## src/rtl/ps2_scancode_sequencer.sv

```systemverilog
// PS/2 set-2 scan-code sequencer: merges E0/F0 prefixes into make/break events queued in a FWFT FIFO.
// Optional: define PS2_TYPEMATIC_FILTER_EN to suppress repeated arrow make events while the key is held.
module ps2_scancode_sequencer #(
  parameter int unsigned FIFO_DEPTH = 4,
  parameter int unsigned TIMEOUT    = 4000
) (
  input  logic       CLK,
  input  logic       RST,
  input  logic       byte_valid,
  input  logic [7:0] byte_data,
  input  logic       byte_error,
  output logic       evt_valid,
  input  logic       evt_ready,
  output logic [7:0] evt_code,
  output logic       evt_ext,
  output logic       evt_break,
  output logic [3:0] held_arrows,
  output logic       overflow,
  output logic       proto_err
);

  localparam int unsigned AW = $clog2(FIFO_DEPTH);
  localparam int unsigned CW = AW + 1;
  localparam int unsigned TW = $clog2(TIMEOUT);

  typedef enum logic [1:0] {IDLE, EXT, BRK, EXT_BRK} state_t;

  state_t          state, state_nxt;
  logic [TW-1:0]   tmo, tmo_nxt;
  logic            err_now;
  logic            dec, dec_ext, dec_brk;
  logic            silent;
  logic [3:0]      arrow_mask;
  logic [3:0]      held_nxt;
  logic            suppress;
  logic            push;

  logic [9:0]      mem [FIFO_DEPTH];
  logic [AW-1:0]   wr_ptr, rd_ptr;
  logic [CW-1:0]   count;
  logic            full, pop, wr_en;
  logic [9:0]      head;

  always_comb begin
    silent = 1'b0;
    case (byte_data)
      8'h00, 8'hAA, 8'hEE, 8'hFA, 8'hFE, 8'hFF: silent = 1'b1;
      default: silent = 1'b0;
    endcase
  end

  always_comb begin
    arrow_mask = 4'b0000;
    case (byte_data)
      8'h75: arrow_mask = 4'b1000;
      8'h72: arrow_mask = 4'b0100;
      8'h6B: arrow_mask = 4'b0010;
      8'h74: arrow_mask = 4'b0001;
      default: arrow_mask = 4'b0000;
    endcase
  end

  always_comb begin
    state_nxt = state;
    tmo_nxt   = tmo;
    err_now   = 1'b0;
    dec       = 1'b0;
    dec_ext   = 1'b0;
    dec_brk   = 1'b0;
    if (byte_valid) begin
      tmo_nxt = '0;
      if (byte_error) begin
        state_nxt = IDLE;
        err_now   = 1'b1;
      end else begin
        case (state)
          IDLE: begin
            if (byte_data == 8'hE0)      state_nxt = EXT;
            else if (byte_data == 8'hF0) state_nxt = BRK;
            else if (!silent)            dec = 1'b1;
          end
          EXT: begin
            if (byte_data == 8'hF0) state_nxt = EXT_BRK;
            else if (byte_data != 8'hE0) begin
              dec       = 1'b1;
              dec_ext   = 1'b1;
              state_nxt = IDLE;
            end
          end
          BRK, EXT_BRK: begin
            state_nxt = IDLE;
            if (byte_data == 8'hE0 || byte_data == 8'hF0) begin
              err_now = 1'b1;
            end else begin
              dec     = 1'b1;
              dec_brk = 1'b1;
              dec_ext = (state == EXT_BRK);
            end
          end
          default: state_nxt = IDLE;
        endcase
      end
    end else if (state != IDLE) begin
      if (tmo == TW'(TIMEOUT - 1)) begin
        state_nxt = IDLE;
        err_now   = 1'b1;
        tmo_nxt   = '0;
      end else begin
        tmo_nxt = tmo + 1'b1;
      end
    end
  end

  // Held bitmap tracks every decoded arrow event, even ones later filtered or dropped at a full FIFO.
  always_comb begin
    held_nxt = held_arrows;
    if (dec && dec_ext) begin
      if (dec_brk) held_nxt = held_arrows & ~arrow_mask;
      else         held_nxt = held_arrows | arrow_mask;
    end
  end

`ifdef PS2_TYPEMATIC_FILTER_EN
  assign suppress = dec && dec_ext && !dec_brk && ((held_arrows & arrow_mask) != 4'b0000);
`else
  assign suppress = 1'b0;
`endif

  assign push  = dec && !suppress;
  assign full  = (count == CW'(FIFO_DEPTH));
  assign pop   = evt_valid && evt_ready;
  assign wr_en = push && (!full || pop);

  always_ff @(posedge CLK) begin
    if (RST) begin
      state       <= IDLE;
      tmo         <= '0;
      proto_err   <= 1'b0;
      held_arrows <= '0;
      overflow    <= 1'b0;
      wr_ptr      <= '0;
      rd_ptr      <= '0;
      count       <= '0;
    end else begin
      state       <= state_nxt;
      tmo         <= tmo_nxt;
      proto_err   <= err_now;
      held_arrows <= held_nxt;
      if (push && full && !pop) overflow <= 1'b1;
      if (wr_en) wr_ptr <= wr_ptr + 1'b1;
      if (pop)   rd_ptr <= rd_ptr + 1'b1;
      case ({wr_en, pop})
        2'b10:   count <= count + 1'b1;
        2'b01:   count <= count - 1'b1;
        default: count <= count;
      endcase
    end
  end

  always_ff @(posedge CLK) begin
    if (wr_en) mem[wr_ptr] <= {dec_ext, dec_brk, byte_data};
  end

  assign head      = mem[rd_ptr];
  assign evt_valid = (count != '0);
  assign evt_code  = evt_valid ? head[7:0] : '0;
  assign evt_break = evt_valid & head[8];
  assign evt_ext   = evt_valid & head[9];

endmodule
```

## config.mk

```make
export PLATFORM = sky130hd
export DESIGN_NAME = ps2_scancode_sequencer
export DESIGN_NICKNAME = d
export VERILOG_FILES = /design/src/rtl/ps2_scancode_sequencer.sv
export SDC_FILE = /design/constraint.sdc
export NUM_CORES = 1
export LEC_CHECK = 0
export BUFFER_PORTS_ARGS = -buffer_cell sky130_fd_sc_hd__buf_2
export CAP_MARGIN = 20
export CORE_MARGIN = 4
export CORE_UTILIZATION = 26
export DETAILED_ROUTE_END_ITERATION = 8
export GPL_TIMING_DRIVEN = 1
export SYNTH_ARGS = -nofsm -noshare
export SYNTH_HDL_FRONTEND = slang
export SYNTH_SLANG_ARGS = --single-unit
```

## constraint.sdc

```tcl
create_clock -name CLK -period 2.64 [get_ports CLK]
set_input_delay 0.66 -clock CLK [delete_from_list [all_inputs] [get_ports CLK]]
set_output_delay 0.66 -clock CLK [all_outputs]
set_load 0.01 [all_outputs]
```

### Word level (Yosys, flattened, before mapping)

Memory sizes are Yosys's and may differ from the RTL's. A register that Yosys moved wholly into a read port is not among the register bits.
Cells that the tools add are included.

| storage, ports and cells | value |
|---|---|
| flip-flop bits (word level) | 27 |
| memory bits (writable) | 40 |
| input port bits | 13 |
| word-level logic and storage cells | 101 |
| memories kept | 1 |

Memories:

| memory | depth | width | rd ports | clocked after Yosys merged registers in | wr ports | line | text |
|---|---|---|---|---|---|---|---|
| mem | 4 | 10 | 1 | 1 | 1 | 38 | `logic [9:0] mem [FIFO_DEPTH];` |

| operators by class | value |
|---|---|
| add/sub/neg operators | 5 |
| eq/ne operators | 21 |
| mux-type cells | 41 |
| bitwise gates (word level) | 5 |
| reductions and logical operators | 20 |

Operator list:

| cell | number |
|---|---|
| $eq A8 B8 Y1 const B | 7 |
| $eq A8 B7 Y1 const B | 4 |
| $mux W1 | 23 |
| $mux W2 | 10 |
| $pmux W4 S4 | 1 |
| $add A12 B1 Y12 const B | 1 |
| $eq A12 B12 Y1 const B | 1 |
| $mux W12 | 1 |
| $ne A5 B5 Y1 const B | 2 |
| $logic_not A8 Y1 | 1 |
| $mux W8 | 1 |
| $ne A8 B8 Y1 const B | 1 |
| $reduce_bool A2 Y1 | 4 |
| $eq A2 B2 Y1 const B | 3 |
| $pmux W2 S3 | 1 |
| $pmux W3 S2 | 1 |
| $reduce_or A6 Y1 | 1 |
| $logic_and A1 B1 Y1 | 5 |
| $add A2 B1 Y2 const B | 2 |
| $and A4 B4 Y4 | 1 |
| $eq A2 B1 Y1 const B | 2 |
| $mux W4 | 1 |
| $not A4 Y4 | 1 |
| $or A4 B4 Y4 | 1 |
| 12 further kinds | 16 |

### Longest topological paths before layout

| logic depth | value |
|---|---|
| depth in word-level cells | 12 |
| gate-level depth with buffers | 9 |

### Worst setup path after synthesis

Ideal clock, no wire load.

| path | value |
|---|---|
| path type | input port to flip-flop |
| from | input byte_error |
| to | register count[2] |
| setup time | 0.121 ns |
| data arrival time | 2.414 ns |
| slack | 0.104 ns |
| stages | 8 |
| buffers on the path | 0 |
| cells stage by stage | nand2b_1 -> a41oi_2 -> nand2_1 -> o21ai_1 -> inv_1 -> fa_1 -> mux2_4 -> mux2_4 |

| on the way | value |
|---|---|
| word-level cells in the longest chain between the ends | 5 |
| elaborated cells on any way between the ends | 7 |
| classes of those cells | eq/ne (2); mux (3); reduce/logical (2) |

RTL lines:

| item | line | text |
|---|---|---|
| from (decl) | 11 | `input logic byte_error,` |
| $mux W1 (*) | 72 | `if (byte_error) begin` |
| $mux W1 (*) | 70 | `if (byte_valid) begin` |
| $logic_and A1 B1 Y1 (*) | 132 | `assign wr_en = push && (!full \|\| pop);` |
| $eq A2 B1 Y1 / $eq A2 B2 Y1 (equally long branches) | 152 | `case ({wr_en, pop})` |
| $pmux W3 S2 / $reduce_bool A2 Y1 (equally long branches) | - |  |
| to (signal assigned) | 153 | `2'b10: count <= count + 1'b1;` |
| to (signal assigned) | 154 | `2'b01: count <= count - 1'b1;` |
| to (signal assigned) | 155 | `default: count <= count;` |
| to (decl) | 40 | `logic [CW-1:0] count;` |

Mark *: on every way between the ends. The rest lies on a longest branch, timed or not.
A chain may end at the register's enable or synchronous reset.

==> metrics.md <==
| Metric | Value |
|---|---|
| Run status | completed |
| Core area | around 0.011 mm2 |
| Number of non-filler instances in the completed layout | approximately 420 |
| Pleak | 1.32 nW |
| Drt total wl | between 5000 and 6000 um |
| Maximum Capacitance Violations | 0 |
| Level count of the clock H-tree | 3 |
| Tot Pwr | around 0.003 W |
| Hold bufs inserted after CTS | 0 |
| Number of failing hold endpoints at the final stage | 0 |
| Insertion delay to the later sink of the worst-skew pair | 0.33 ns |
| Vias in the first global route | roughly 1900 |
| Cell type with the highest aggregate area in the netlist | edfxtp_1 |
| Slew margin rel. | 0.637 |
| Largest fanout on the critical path | 10 |
| Clock net sink count | 69 |
| CTS tree | done |
| Effective utilization at floorplan | 0.271 |
| Top post-synthesis cells by count | edfxtp_1, dfxtp_1, nor2_1 |
| Die Outline Area | about 0.013 mm2 |
| Critical Path Slowest Stage Cell | mux4_2 |
| Max Transition Viols Final | 0 |
| Setup crit end kind | output pin |
| Wire length of the first global-routing pass | 9530 um |
| Cells along the critical path | buf_4 > mux4_2 > and2_1 > buf_2 |
| Fraction of the yosys area taken by sequential cells | 0.596 |
| Count of inserted antenna diode cells | 0 |
| Share of layout cells above drive strength 1 | 0.270 |
| Top-Level Pins | 30 |
| Setup total negative slack | 0 ns |
| Cells after synthesis | ~230 |
| Worst setup slack after layout | between 0.2 and 0.3 ns |
| Largest cells by area after synthesis | edfxtp_1, dfxtp_1, mux4_2 |
| Synthesized Nets | between 200 and 250 |
| Register bit count reported by yosys | just under 70 |
| Post-Route Skew | between 0.004 and 0.005 ns |
| Fill count | 1115 |
| Iter 0 DRT Violations | 93 |
| Most used flip-flop cell after synthesis | edfxtp_1 |
| Antenna violations before repair | 0 |
| Post-synth ARST share | 0 |
| Buffer cell driving the clock tree root | clkbuf_16 |
| Number of distinct library cells after synthesis | between 40 and 50 |
| Number of buffers added for setup after CTS | 0 |
| Slew of the pin with the lowest slew margin | roughly 0.54 ns |
| Die Height | approximately 120 um |
| Post-placement cell count | approximately 400 |
| Count of flip-flops with a built-in enable after synthesis | 40 |
| HPWL reported at the end of detailed placement | ~4200 um |
| Top cell type's share of synthesized area | 0.402 |
| Kind of critical path | reg2out |
| Syn avg cell area | between 10 and 15 um2 |
| Via density per instance | about 4.4 |
| Required time of the critical path | between 1.5 and 2 ns |
| Total routing usage reported by global routing | 0.0973 |
| Netlist area before placement | 0.00299 mm2 |
| Ratio of final minimum period to clock period | 0.900 |
| Final Net Count | between 200 and 300 |
| Stage delay of the slowest cell on the critical path | about 0.55 ns |
| Longest Clk Path Bufs | 2 |
| Arr. time, crit path | about 1.7 ns |
| Clk pin slew, worst setup/hold paths | ~0.060 ns |
| Top achievable clock speed | about 0.42 GHz |
| Detail Route Antenna Nets | 0 |
| Synth-to-layout area growth | 22.6% |
| Shortest period the worst path allows | between 2 and 2.5 ns |
| Horizontal die dimension | approximately 120 um |
| DRC violation count after routing | 0 |
| Buffers on Ports | 29 |
| Overflow left after global routing | 0 |
| Post-cts gate resize count | 0 |
| Type of the most critical hold path | reg2reg |
| Setup-violating endpoint count in the final report | 0 |
| Power density over the cells | ~800 mW/mm2 |
| Pre-CTS setup slack | -0.0237 ns |
| RSZ-0062 raised after global routing | false |
| First drt pass iteration count | 4 |
| Number of vias in the routed layout | between 1500 and 2000 |
| Routability congestion estimate from global placement | 0.789 |
| Top-count cell post-synth | edfxtp_1 |
| Pin count of the biggest net entering global routing | 19 |
| Rows | 38 |
| Routed length per instance | 14.2 um |
| Critical Path Start Type | register |
| TritonCTS Buffers | 9 |
| Yosys Warn Count | 0 |
| Worst vdd ir | about 0.00038 V |
-- power breakdown --
part,total [W],internal (W),switching (W),leakage (nW)
Clock,0.00119,0.000733,0.000457,0.136
Sequential,0.00122,0.00119,0.0000340,0.591
Combinational,0.000512,0.000265,0.000248,0.594
Total,0.00292,0.00218,0.000738,1.32
-- cell families after synthesis --
logic type | share of synthesized area
AOI/OAI and AO/OA | 0.0415
xor gates and xnor gates | 0.0440
adders and majority gates | 0.0276
buffers and inverters | 0.0188
DFF | 0.596
muxes | 0.0988
and+or+nand+nor | 0.173
-- worst max-delay path: cells and delay by family, from the launching register on --
| kind | cells | cell delay [ns] |
|---|---|---|
| buffers and inverters | 2 | 0.37 |
| flip-flops | 1 | 0.31 |
| multiplexers | 1 | 0.55 |
| AND/OR/NAND/NOR | 1 | 0.17 |
-- state kept, by name, summed over array words and instances, names as in the netlist, named ones only --
register	flops
rd_ptr	2
state	2
mem	40
tmo	12
wr_ptr	2
overflow	1
proto_err	1
count	3
-- cells in the final DEF, fill, tap and decap left out, types with 2 or more instances in the layout --
cell	netlist	routed
edfxtp_1	40	40
dfxtp_1	29	29
buf_2	3	29
nor2_1	26	26
and2_1	16	16
buf_4	0	12
mux4_2	10	10
nand2_1	10	10
clkbuf_16	0	9
xor2_1	8	8
xnor2_1	7	7
inv_1	6	6
nand3_1	6	6
nor3_1	6	6
ha_1	5	5
nand4_1	4	4
and3_1	4	4
mux2i_1	4	4
a21oi_1	3	3
nor2b_1	3	3
o21a_1	3	3
clkinvlp_4	0	3
nand2b_1	2	2
nor4_1	2	2
and4b_1	2	2
or3_1	2	2
mux2_4	2	2
inv_6	0	2
-- metrics by stage --
step,utilization,hold WS (ns),area (um2)
after floorplan,-,0.471,2990
after global placement,0.305,0.452,3360
after detailed placement,0.305,0.460,3360
after CTS,0.332,0.481,3660
after global routing,0.332,0.490,3660
final,0.332,0.485,3660
-- worst paths after layout --
| check | cells after the start | slack [ns] | end | from |
|---|---|---|---|---|
| worst min register to register | 1 | 0.48 | overflow$_SDFFE_PP0P_ | overflow$_SDFFE_PP0P_ |
| worst min-delay path | 1 | 0.48 | overflow$_SDFFE_PP0P_ | overflow$_SDFFE_PP0P_ |
| worst max-delay path | 4 | 0.26 | evt_code[4] | register |
| worst max register to register | 7 | 0.33 | count[2]$_SDFFE_PP0P_ | count[0]$_SDFFE_PP0P_ |
-- final cells by class --
cell class,instances,area [um2],area share
timing repair buffer,41,235,0.0642
clock buffer,9,225,0.0615
multi-input combinational,146,1150,0.314
sequential,69,1780,0.486
inverter,6,22.5,0.00615
tap,140,175,0.0478
clock inverter,7,73.8,0.0202
-- routing by layer --
layer,GRT usage,vias up,part of all wire
met5,0,-,0
met4,0.0469,0,0.014
met3,0.0426,8,0.078
met2,0.139,53,0.43
met1,0.126,868,0.48
li1,-,920,-
Note: power is estimated with default switching activity, not from simulation.
